`config.mk`:
```
export PLATFORM = sky130hd
export DESIGN_NAME = mem_access_stage_flat
export DESIGN_NICKNAME = d
export VERILOG_FILES = /design/src/rtl/mem_bus_if.sv /design/src/rtl/mem_access_stage.sv /design/src/flat_wrapper.sv
export SDC_FILE = /design/constraint.sdc
export NUM_CORES = 1
export LEC_CHECK = 0
export CELL_PAD_IN_SITES_DETAIL_PLACEMENT = 0
export CELL_PAD_IN_SITES_GLOBAL_PLACEMENT = 1
export CORE_AREA = 5 5 137 139
export DETAILED_ROUTE_END_ITERATION = 10
export DIE_AREA = 0 0 142 144
export GPL_ROUTABILITY_DRIVEN = 0
export PLACE_DENSITY = 0.94
export SYNTH_ARGS = -nofsm -noshare
export SYNTH_HDL_FRONTEND = slang
export SYNTH_SLANG_ARGS = --single-unit
```
`constraint.sdc`:
```
create_clock -name clk -period 3.35 [get_ports clk]
set_input_delay 0.67 -clock clk [delete_from_list [all_inputs] [get_ports clk]]
set_output_delay 0.67 -clock clk [all_outputs]
set_load 0.03 [all_outputs]
```
`src/rtl/mem_bus_if.sv`:
```
// mem_bus_if: req/ack data bus between the MEM stage (master) and memory (slave); carries BusReq/BusWE/BusAddr/BusBE/BusWData out and BusRData/BusAck back
interface mem_bus_if;
  logic        BusReq;
  logic        BusWE;
  logic [31:0] BusAddr;
  logic [3:0]  BusBE;
  logic [31:0] BusWData;
  logic [31:0] BusRData;
  logic        BusAck;
  modport master (output BusReq, BusWE, BusAddr, BusBE, BusWData, input BusRData, BusAck);
  modport slave (input BusReq, BusWE, BusAddr, BusBE, BusWData, output BusRData, BusAck);
endinterface

```
`src/rtl/mem_access_stage.sv`:
```
// mem_access_stage: MIPS32 MEM stage; runs LW/LB/LBU/SW/SB over bus (mem_bus_if.master), stalls via StallReq, flags AdEL/AdES and timeout BusError, feeds MEM/WB (WBDataOutput, RegDestOutput, RegWriteOutput, BadVAddrOutput)
module mem_access_stage #(
  parameter int TIMEOUT = 64
) (
  input  logic        clk,
  input  logic        rst,
  input  logic [31:0] EXResultInput,
  input  logic [31:0] RegDataBInput,
  input  logic        MemReadInput,
  input  logic        MemWriteInput,
  input  logic [1:0]  MemReadSelectInput,
  input  logic        MemWriteSelectInput,
  input  logic [5:0]  RegDestInput,
  input  logic        RegWriteInput,
  input  logic        MemToRegInput,
  mem_bus_if.master   bus,
  output logic        StallReq,
  output logic [31:0] WBDataOutput,
  output logic [5:0]  RegDestOutput,
  output logic        RegWriteOutput,
  output logic        AdEL,
  output logic        AdES,
  output logic [31:0] BadVAddrOutput,
  output logic        BusError
);
  localparam logic [1:0] IDLE = 2'd0;
  localparam logic [1:0] BUSY = 2'd1;
  localparam logic [1:0] DONE = 2'd2;
  localparam int CW = $clog2(TIMEOUT);
  logic [1:0]    state_q, state_d;
  logic [CW-1:0] cnt_q, cnt_d;
  logic          req_q, req_d, we_q, we_d, err_q, err_d;
  logic [31:0]   addr_q, addr_d, wdata_q, wdata_d, load_q, load_d, rdata_ext;
  logic [3:0]    be_q, be_d;
  logic [7:0]    rbyte;
  logic          is_load, is_store, word_ld, mis, start;
  assign is_store = MemWriteInput;
  assign is_load  = MemReadInput & ~MemWriteInput;
  // selects 00 and 11 both mean LW
  assign word_ld  = ~^MemReadSelectInput;
  assign mis      = |EXResultInput[1:0] & ((is_load & word_ld) | (is_store & ~MemWriteSelectInput));
  assign AdEL     = is_load & mis;
  assign AdES     = is_store & mis;
  assign start    = (state_q == IDLE) & (is_load | is_store) & ~mis;
  assign StallReq = start | (state_q == BUSY);
  assign rbyte    = 8'(bus.BusRData >> {EXResultInput[1:0], 3'b000});
  assign rdata_ext = MemReadSelectInput == 2'b01 ? {{24{rbyte[7]}}, rbyte} :
                     MemReadSelectInput == 2'b10 ? {24'b0, rbyte} : bus.BusRData;
  always_comb begin
    state_d = state_q;
    cnt_d   = cnt_q;
    req_d   = req_q;
    we_d    = we_q;
    addr_d  = addr_q;
    be_d    = be_q;
    wdata_d = wdata_q;
    load_d  = load_q;
    err_d   = err_q;
    if (state_q == IDLE && start) begin
      state_d = BUSY;
      req_d   = 1'b1;
      we_d    = is_store;
      addr_d  = {EXResultInput[31:2], 2'b00};
      be_d    = is_store & MemWriteSelectInput ? 4'b0001 << EXResultInput[1:0] : 4'b1111;
      wdata_d = ~is_store ? 32'b0 : MemWriteSelectInput ? {4{RegDataBInput[7:0]}} : RegDataBInput;
    end else if (state_q == BUSY) begin
      if (bus.BusAck || cnt_q == CW'(TIMEOUT - 1)) begin
        state_d = DONE;
        req_d   = 1'b0;
        we_d    = 1'b0;
        load_d  = bus.BusAck ? rdata_ext : 32'b0;
        err_d   = ~bus.BusAck;
      end else
        cnt_d = cnt_q + 1'b1;
    end else if (state_q == DONE) begin
      state_d = IDLE;
      cnt_d   = '0;
      err_d   = 1'b0;
    end
  end
  always_ff @(posedge clk) begin
    if (rst) begin
      state_q <= IDLE;
      cnt_q   <= '0;
      req_q   <= 1'b0;
      we_q    <= 1'b0;
      addr_q  <= '0;
      be_q    <= '0;
      wdata_q <= '0;
      load_q  <= '0;
      err_q   <= 1'b0;
    end else begin
      state_q <= state_d;
      cnt_q   <= cnt_d;
      req_q   <= req_d;
      we_q    <= we_d;
      addr_q  <= addr_d;
      be_q    <= be_d;
      wdata_q <= wdata_d;
      load_q  <= load_d;
      err_q   <= err_d;
    end
  end
  assign bus.BusReq     = req_q;
  assign bus.BusWE      = we_q;
  assign bus.BusAddr    = addr_q;
  assign bus.BusBE      = be_q;
  assign bus.BusWData   = wdata_q;
  assign BusError       = err_q;
  assign WBDataOutput   = MemToRegInput ? load_q : EXResultInput;
  assign RegDestOutput  = RegDestInput;
  assign RegWriteOutput = RegWriteInput & ~AdEL & ~err_q;
  assign BadVAddrOutput = EXResultInput;
endmodule

```
`src/flat_wrapper.sv`:
```
// flat-port wrapper written by rule: the top's interface ports become plain ports
module mem_access_stage_flat 
#(
  parameter int TIMEOUT = 64
)
  (clk, rst, EXResultInput, RegDataBInput, MemReadInput, MemWriteInput, MemReadSelectInput, MemWriteSelectInput, RegDestInput, RegWriteInput, MemToRegInput, StallReq, WBDataOutput, RegDestOutput, RegWriteOutput, AdEL, AdES, BadVAddrOutput, BusError, bus_BusReq, bus_BusWE, bus_BusAddr, bus_BusBE, bus_BusWData, bus_BusRData, bus_BusAck);
  mem_bus_if bus_i ();
  input  logic clk;
  input  logic rst;
  input  logic [31:0] EXResultInput;
  input  logic [31:0] RegDataBInput;
  input  logic MemReadInput;
  input  logic MemWriteInput;
  input  logic [1:0] MemReadSelectInput;
  input  logic MemWriteSelectInput;
  input  logic [5:0] RegDestInput;
  input  logic RegWriteInput;
  input  logic MemToRegInput;
  output logic StallReq;
  output logic [31:0] WBDataOutput;
  output logic [5:0] RegDestOutput;
  output logic RegWriteOutput;
  output logic AdEL;
  output logic AdES;
  output logic [31:0] BadVAddrOutput;
  output logic BusError;
  output wire logic [$bits(bus_i.BusReq)-1:0] bus_BusReq;
  output wire logic [$bits(bus_i.BusWE)-1:0] bus_BusWE;
  output wire logic [$bits(bus_i.BusAddr)-1:0] bus_BusAddr;
  output wire logic [$bits(bus_i.BusBE)-1:0] bus_BusBE;
  output wire logic [$bits(bus_i.BusWData)-1:0] bus_BusWData;
  input wire logic [$bits(bus_i.BusRData)-1:0] bus_BusRData;
  input wire logic [$bits(bus_i.BusAck)-1:0] bus_BusAck;
  assign bus_BusReq = bus_i.BusReq;
  assign bus_BusWE = bus_i.BusWE;
  assign bus_BusAddr = bus_i.BusAddr;
  assign bus_BusBE = bus_i.BusBE;
  assign bus_BusWData = bus_i.BusWData;
  assign bus_i.BusRData = bus_BusRData;
  assign bus_i.BusAck = bus_BusAck;
  mem_access_stage #(.TIMEOUT(TIMEOUT)) u_core (.clk(clk), .rst(rst), .EXResultInput(EXResultInput), .RegDataBInput(RegDataBInput), .MemReadInput(MemReadInput), .MemWriteInput(MemWriteInput), .MemReadSelectInput(MemReadSelectInput), .MemWriteSelectInput(MemWriteSelectInput), .RegDestInput(RegDestInput), .RegWriteInput(RegWriteInput), .MemToRegInput(MemToRegInput), .bus(bus_i), .StallReq(StallReq), .WBDataOutput(WBDataOutput), .RegDestOutput(RegDestOutput), .RegWriteOutput(RegWriteOutput), .AdEL(AdEL), .AdES(AdES), .BadVAddrOutput(BadVAddrOutput), .BusError(BusError));
endmodule
```
# Word-level counts from Yosys, hierarchy flattened
# Cells that the tools add are included.
[word_totals]
ff_bits = 109
inputBits = 112
wordCells = 79
[op_classes]
add_sub_neg = 1
eq_ne = 8
n_shift = 2
muxes = 21
n_bitwise = 21
reduce_logical = 16
[ops]
columns = ["op", "count"]
rows = [
  ["32-bit 2-to-1 mux", 6],
  ["32-bit by 5-bit >> shifter with 8-bit output", 1],
  ["6-bit 2-to-1 mux", 3],
  ["1-bit bitwise AND", 11],
  ["3-bit AND reduction", 3],
  ["1-bit 2-to-1 mux", 8],
  ["1-bit NOT", 7],
  ["6-bit by 1-bit adder with 6-bit output, second input constant", 1],
  ["6-bit == test, second input constant", 1],
  ["2-bit 2-to-1 mux", 3],
  ["2-bit AND reduction", 3],
  ["2-bit nonzero test", 3],
  ["2-bit by 1-bit == test with 1-bit output, second input constant", 2],
  ["2-bit == test, second input constant", 2],
  ["4-bit 2-to-1 mux", 1],
  ["2-bit != test, second input constant", 2],
  ["2-bit OR reduction", 2],
  ["1-bit by 2-bit << shifter with 4-bit output, first input constant", 1],
  ["3-bit != test, second input constant", 1],
  ["1-bit OR", 3],
  ["3-bit nonzero test", 1],
  ["2-bit logical NOT", 1],
  ["2-bit XNOR reduction", 1],
  ["1-bit logical AND", 1],
  ["1-bit logical OR", 1],
]

# Longest topological paths before layout
# Gate-level depths: netlist (run 1).
[logic_depth]
depth_word = 10
mapped_depth = 8
ltp_nobuf = 6

# Least setup slack after synthesis (run 1)
# OpenSTA, ideal clock, no wires.
[synth_path]
path_kind = "input -> output"
start = "input port MemReadSelectInput[0]"
end = "output port RegWriteOutput"
arrival_ns = 2.018
required_ns = 2.680
slack_ns = 0.662
path_stages = 5
path_buffers = 0
path_cell_list = "inv_1 > ha_1 > o211ai_2 > nor2_1 > nor3b_1"
[synth_between]
elab_chain_cells = 8
[synth_rtl]
columns = ["element", "line", "source"]
rows = [
  ["from (decl)", "flat_wrapper.sv:14", "input logic [1:0] MemReadSelectInput;"],
  ["2-bit XNOR reduction", "mem_access_stage.sv:40", "assign word_ld = ~^MemReadSelectInput;"],
  ["1-bit bitwise AND", "mem_access_stage.sv:41", "assign mis = |EXResultInput[1:0] & ((is_load & word_ld) | (is_store & ~MemWriteSelectInput));"],
  ["1-bit OR", "mem_access_stage.sv:41", ""],
  ["1-bit bitwise AND", "mem_access_stage.sv:41", ""],
  ["1-bit bitwise AND", "mem_access_stage.sv:42", "assign AdEL = is_load & mis;"],
  ["via AdEL", "flat_wrapper.sv:23", "output logic AdEL;"],
  ["1-bit NOT", "mem_access_stage.sv:112", "assign RegWriteOutput = RegWriteInput & ~AdEL & ~err_q;"],
  ["1-bit bitwise AND (2 in a row)", "mem_access_stage.sv:112", ""],
  ["to (decl)", "flat_wrapper.sv:22", "output logic RegWriteOutput;"],
]
# The timed path passes the listed nets, and every way through them passes these cells.

# Final worst setup path (run 1)
[layout_path]
start = "input port MemToRegInput"
end = "output port WBDataOutput[9]"
[layout_between]
elab_chain_cells = 1
[layout_rtl]
columns = ["element", "line", "source"]
rows = [
  ["from (decl)", "flat_wrapper.sv:18", "input logic MemToRegInput;"],
  ["32-bit 2-to-1 mux", "mem_access_stage.sv:110", "assign WBDataOutput = MemToRegInput ? load_q : EXResultInput;"],
  ["to (decl)", "flat_wrapper.sv:20", "output logic [31:0] WBDataOutput;"],
]
# Every way passes these cells.

==> results of run 1 <==
[cell usage in the layout, fill, tap and decap left out, types with 9 or more instances in the layout]
cell type        Yosys  final
mux2i_1             25     25
mux2_1              38     38
inv_1               29     29
dfxtp_1            109    109
a221o_1             10     10
buf_4               45     18
o2bb2ai_2           18     18
nor2_1              16     16
nand3_1             32     32
clkbuf_16            0      9
clkdlybuf4s50_1      0    233
a21oi_1             37     37
nand2_1             33     33
o21ai_1             32     32
a221oi_1            21     21
[metal layers]
layer  track usage  wire length, um  vias up
met4        0.0697              485        2
met2         0.308             9280      234
met1         0.204             7460     2413
met3        0.0569             1730       29
li1              -                -     2409
met5             0               20        -
[Yosys cell counts (6+ instances only)]
cell type    n
clkbuf_1    18
a221o_1     10
buf_2       17
a21oi_1     37
a221oi_1    21
buf_4       45
mux2_1      38
nand2_1     33
inv_1       29
dfxtp_1    109
nand3_1     32
o21ai_1     32
o2bb2ai_2   18
a22o_1       8
o2bb2ai_1    6
a22oi_1      8
mux2i_1     25
nor2_1      16
[area by class of cell]
cell class	count	area, um2	share of cell area
Timing Repair Buffer	256	2550	0.315
Antenna cell	1	2.50	0.000308
Clock buffer	9	225	0.0278
Sequential cell	109	2180	0.269
Multi-Input combinational cell	346	2660	0.328
Clock inverter	6	86.3	0.0106
Inverter	31	116	0.0143
Tap cell	229	287	0.0353
[through the flow]
step                setup WS (ps)  cell area [um2]  hold WS, ps  std cells  total power, mW
finish                        306             8110          465        987             3.74
global route                  260             8110          488        986             3.91
CTS                           301             8110          466        986             3.79
detailed placement            298             7800          451        971             2.64
global placement              329             7800          448        971             2.63
floorplan                     662             5490          433        574             2.16
[state kept, by name (all words and copies together) (netlist names)]
name / cells
u_core.state_q: 2
u_core.bus.BusAddr: 30
u_core.load_q: 32
u_core.bus.BusWE: 1
u_core.bus.BusReq: 1
u_core.bus.BusWData: 32
u_core.bus.BusBE: 4
u_core.cnt_q: 6
u_core.BusError: 1
[power groups by stage]
stage	sequential (mW)	combinational, mW	clock (mW)
floorplan	1.62	0.545	0
global placement	1.50	1.13	0
detailed placement	1.50	1.14	0
CTS	1.47	1.15	1.17
global route	1.48	1.21	1.22
finish	1.47	1.13	1.14
[worst max-delay path, stage by stage]
cell and delay (ps):
clkdlybuf4s50_1 510, buf_12 220, mux2_1 350, clkdlybuf4s50_1 600
[path summary, 6_finish.rpt]
check | from | to | slack, ps | cells after the start
hold reg to reg | u_core.load_q[30] | u_core.load_q[30] | 470 | 2
hold / removal | u_core.load_q[30] | u_core.load_q[30] | 470 | 2
setup reg to reg | u_core.state_q[1] | u_core.state_q[0] | 1100 | 4
setup / recovery | MemToRegInput | WBDataOutput[9] | 310 | 4
[cell families (layout without fill, tap and decap cells)]
family / after synthesis / after routing / synth area share
compound gates: 168 / 168 / 0.245
buf+inv: 119 / 302 / 0.121
flops: 109 / 109 / 0.398
simple gates: 107 / 107 / 0.0971
mux: 65 / 65 / 0.130
fa+ha+maj: 3 / 3 / 0.00684
other cells: 1 / 3 / 0.000683
xor+xnor: 1 / 1 / 0.00160
==> run_results.csv, run 1 <==
group,metric,value,unit
outcome,outcome,"finished, final reports clean",
synth,synth_area,5490,um2
clock_network,cts_resized,0,
finish,layout-drive-gt1-share,0.0951,
timing,clock_skew,5.34,ps
pwr,powerDensity,461,nW/um2
synth,synth_largest_area_cell,"dfxtp_1",
timing,finalSetupViolCount,0,
synth,ys_seq_area_frac,0.398,
finish,utilization,0.463,
pwr,leakage,3.02,nW
flow_run,drv_cap,0,
clock_network,cts_setup_buffers,0,
clock_network,cts_buffer_depth,2,
setup_path,crit_type,"input pin to output port",
setup_path,worstSetupEndpointType,"output port",
finish,nNetsFinal,868,
clock_network,numCtsBuffers,9,
floorplan,coreArea,17500,um2
route,drc,0,
timing,fmax,329,MHz
synth,synth.top_cells.by_area,"dfxtp_1, mux2_1, buf_4",
synth,synth-async-reset-ratio,0,
timing,rsz0062_at_grt,"no",
synth,yosysUniqueCellTypes,66,
pwr,power.internal,2.55,mW
route,drt-initial-drc-count,217,
floorplan,start_util,0.313,
placed_design,port_buffers,242,
pwr,ir_drop,0.308,mV
placed_design,place_hpwl,14.6,mm
synth,syn-instance-count,573,
global_route,grt_pass1_vias,5123,
clock_network,cts_max_level,3,
pwr,p_comb_frac,0.303,
global_route,antenna_found_initial,1,
route,num_vias,5087,
route,postRouteAntennaNets,0,
setup_path,critical_path_arrival,2370,ps
timing,finalHoldViolCount,0,
clock_network,root_buffer,"clkbuf_16",
clock_network,worst_skew_pair.late_latency,340,ps
floorplan,io_pins,257,
route,post_drt_wl_per_cell,19.2,um
pwr,p_sw_frac,0.318,
clock_network,hold_buffers,0,
timing,min_period,3040,ps
synth,synth_seq_cells,109,
synth,ys.flop_type,"dfxtp_1",
global_route,grt.total_usage,0.177,
floorplan,die_h,144,um
route,routed_wl,19.0,mm
floorplan,rows,49,
clock_network,clk_pin_slew,70,ps
clock_network,cts_tree,"built",
synth,syn_area_per_cell,9.58,um2
synth,yosysWarnings,0,
setup_path,critPathMaxFanout,32,
pwr,p_seq_frac,0.393,
pwr,net-switching-power,1.19,mW
clock_network,cts.sinks,109,
finish,syn_to_final_growth,47.8,%
global_route,grt_pass1_wl,28.3,mm
timing,period_share,0.909,
timing,slew_headroom,0.522,
hold_path,holdCritPathClass,"register to register",
synth,synth_edf_count,0,
timing,drv_slew,0,
floorplan,die_x,142,um
finish,n_fill_cell,1696,
setup_path,startpoint_type,"input pin",
timing,fin_setup_tns,0,ps
setup_path,cp.required,2680,ps
floorplan,die_area,20400,um2
route,dr.pass1.iters,5,
global_route,grt_overflow_total,0,
route,vias_per_cell,5.15,
global_route,grt_max_degree,65,
pwr,clkPwrFrac,0.304,
synth,synth_top_area_frac,0.398,
timing,worst_slew_pin_slew,714,ps
No activity file was read; power rests on OpenSTA's default activity.
==> inputs of run 2 (changes only) <==
Settings changed: HOLD_SLACK_MARGIN set to 0.15.
==> results of run 2 <==
Same layout as run 1: the final DEF is identical, and so are final timing and power.
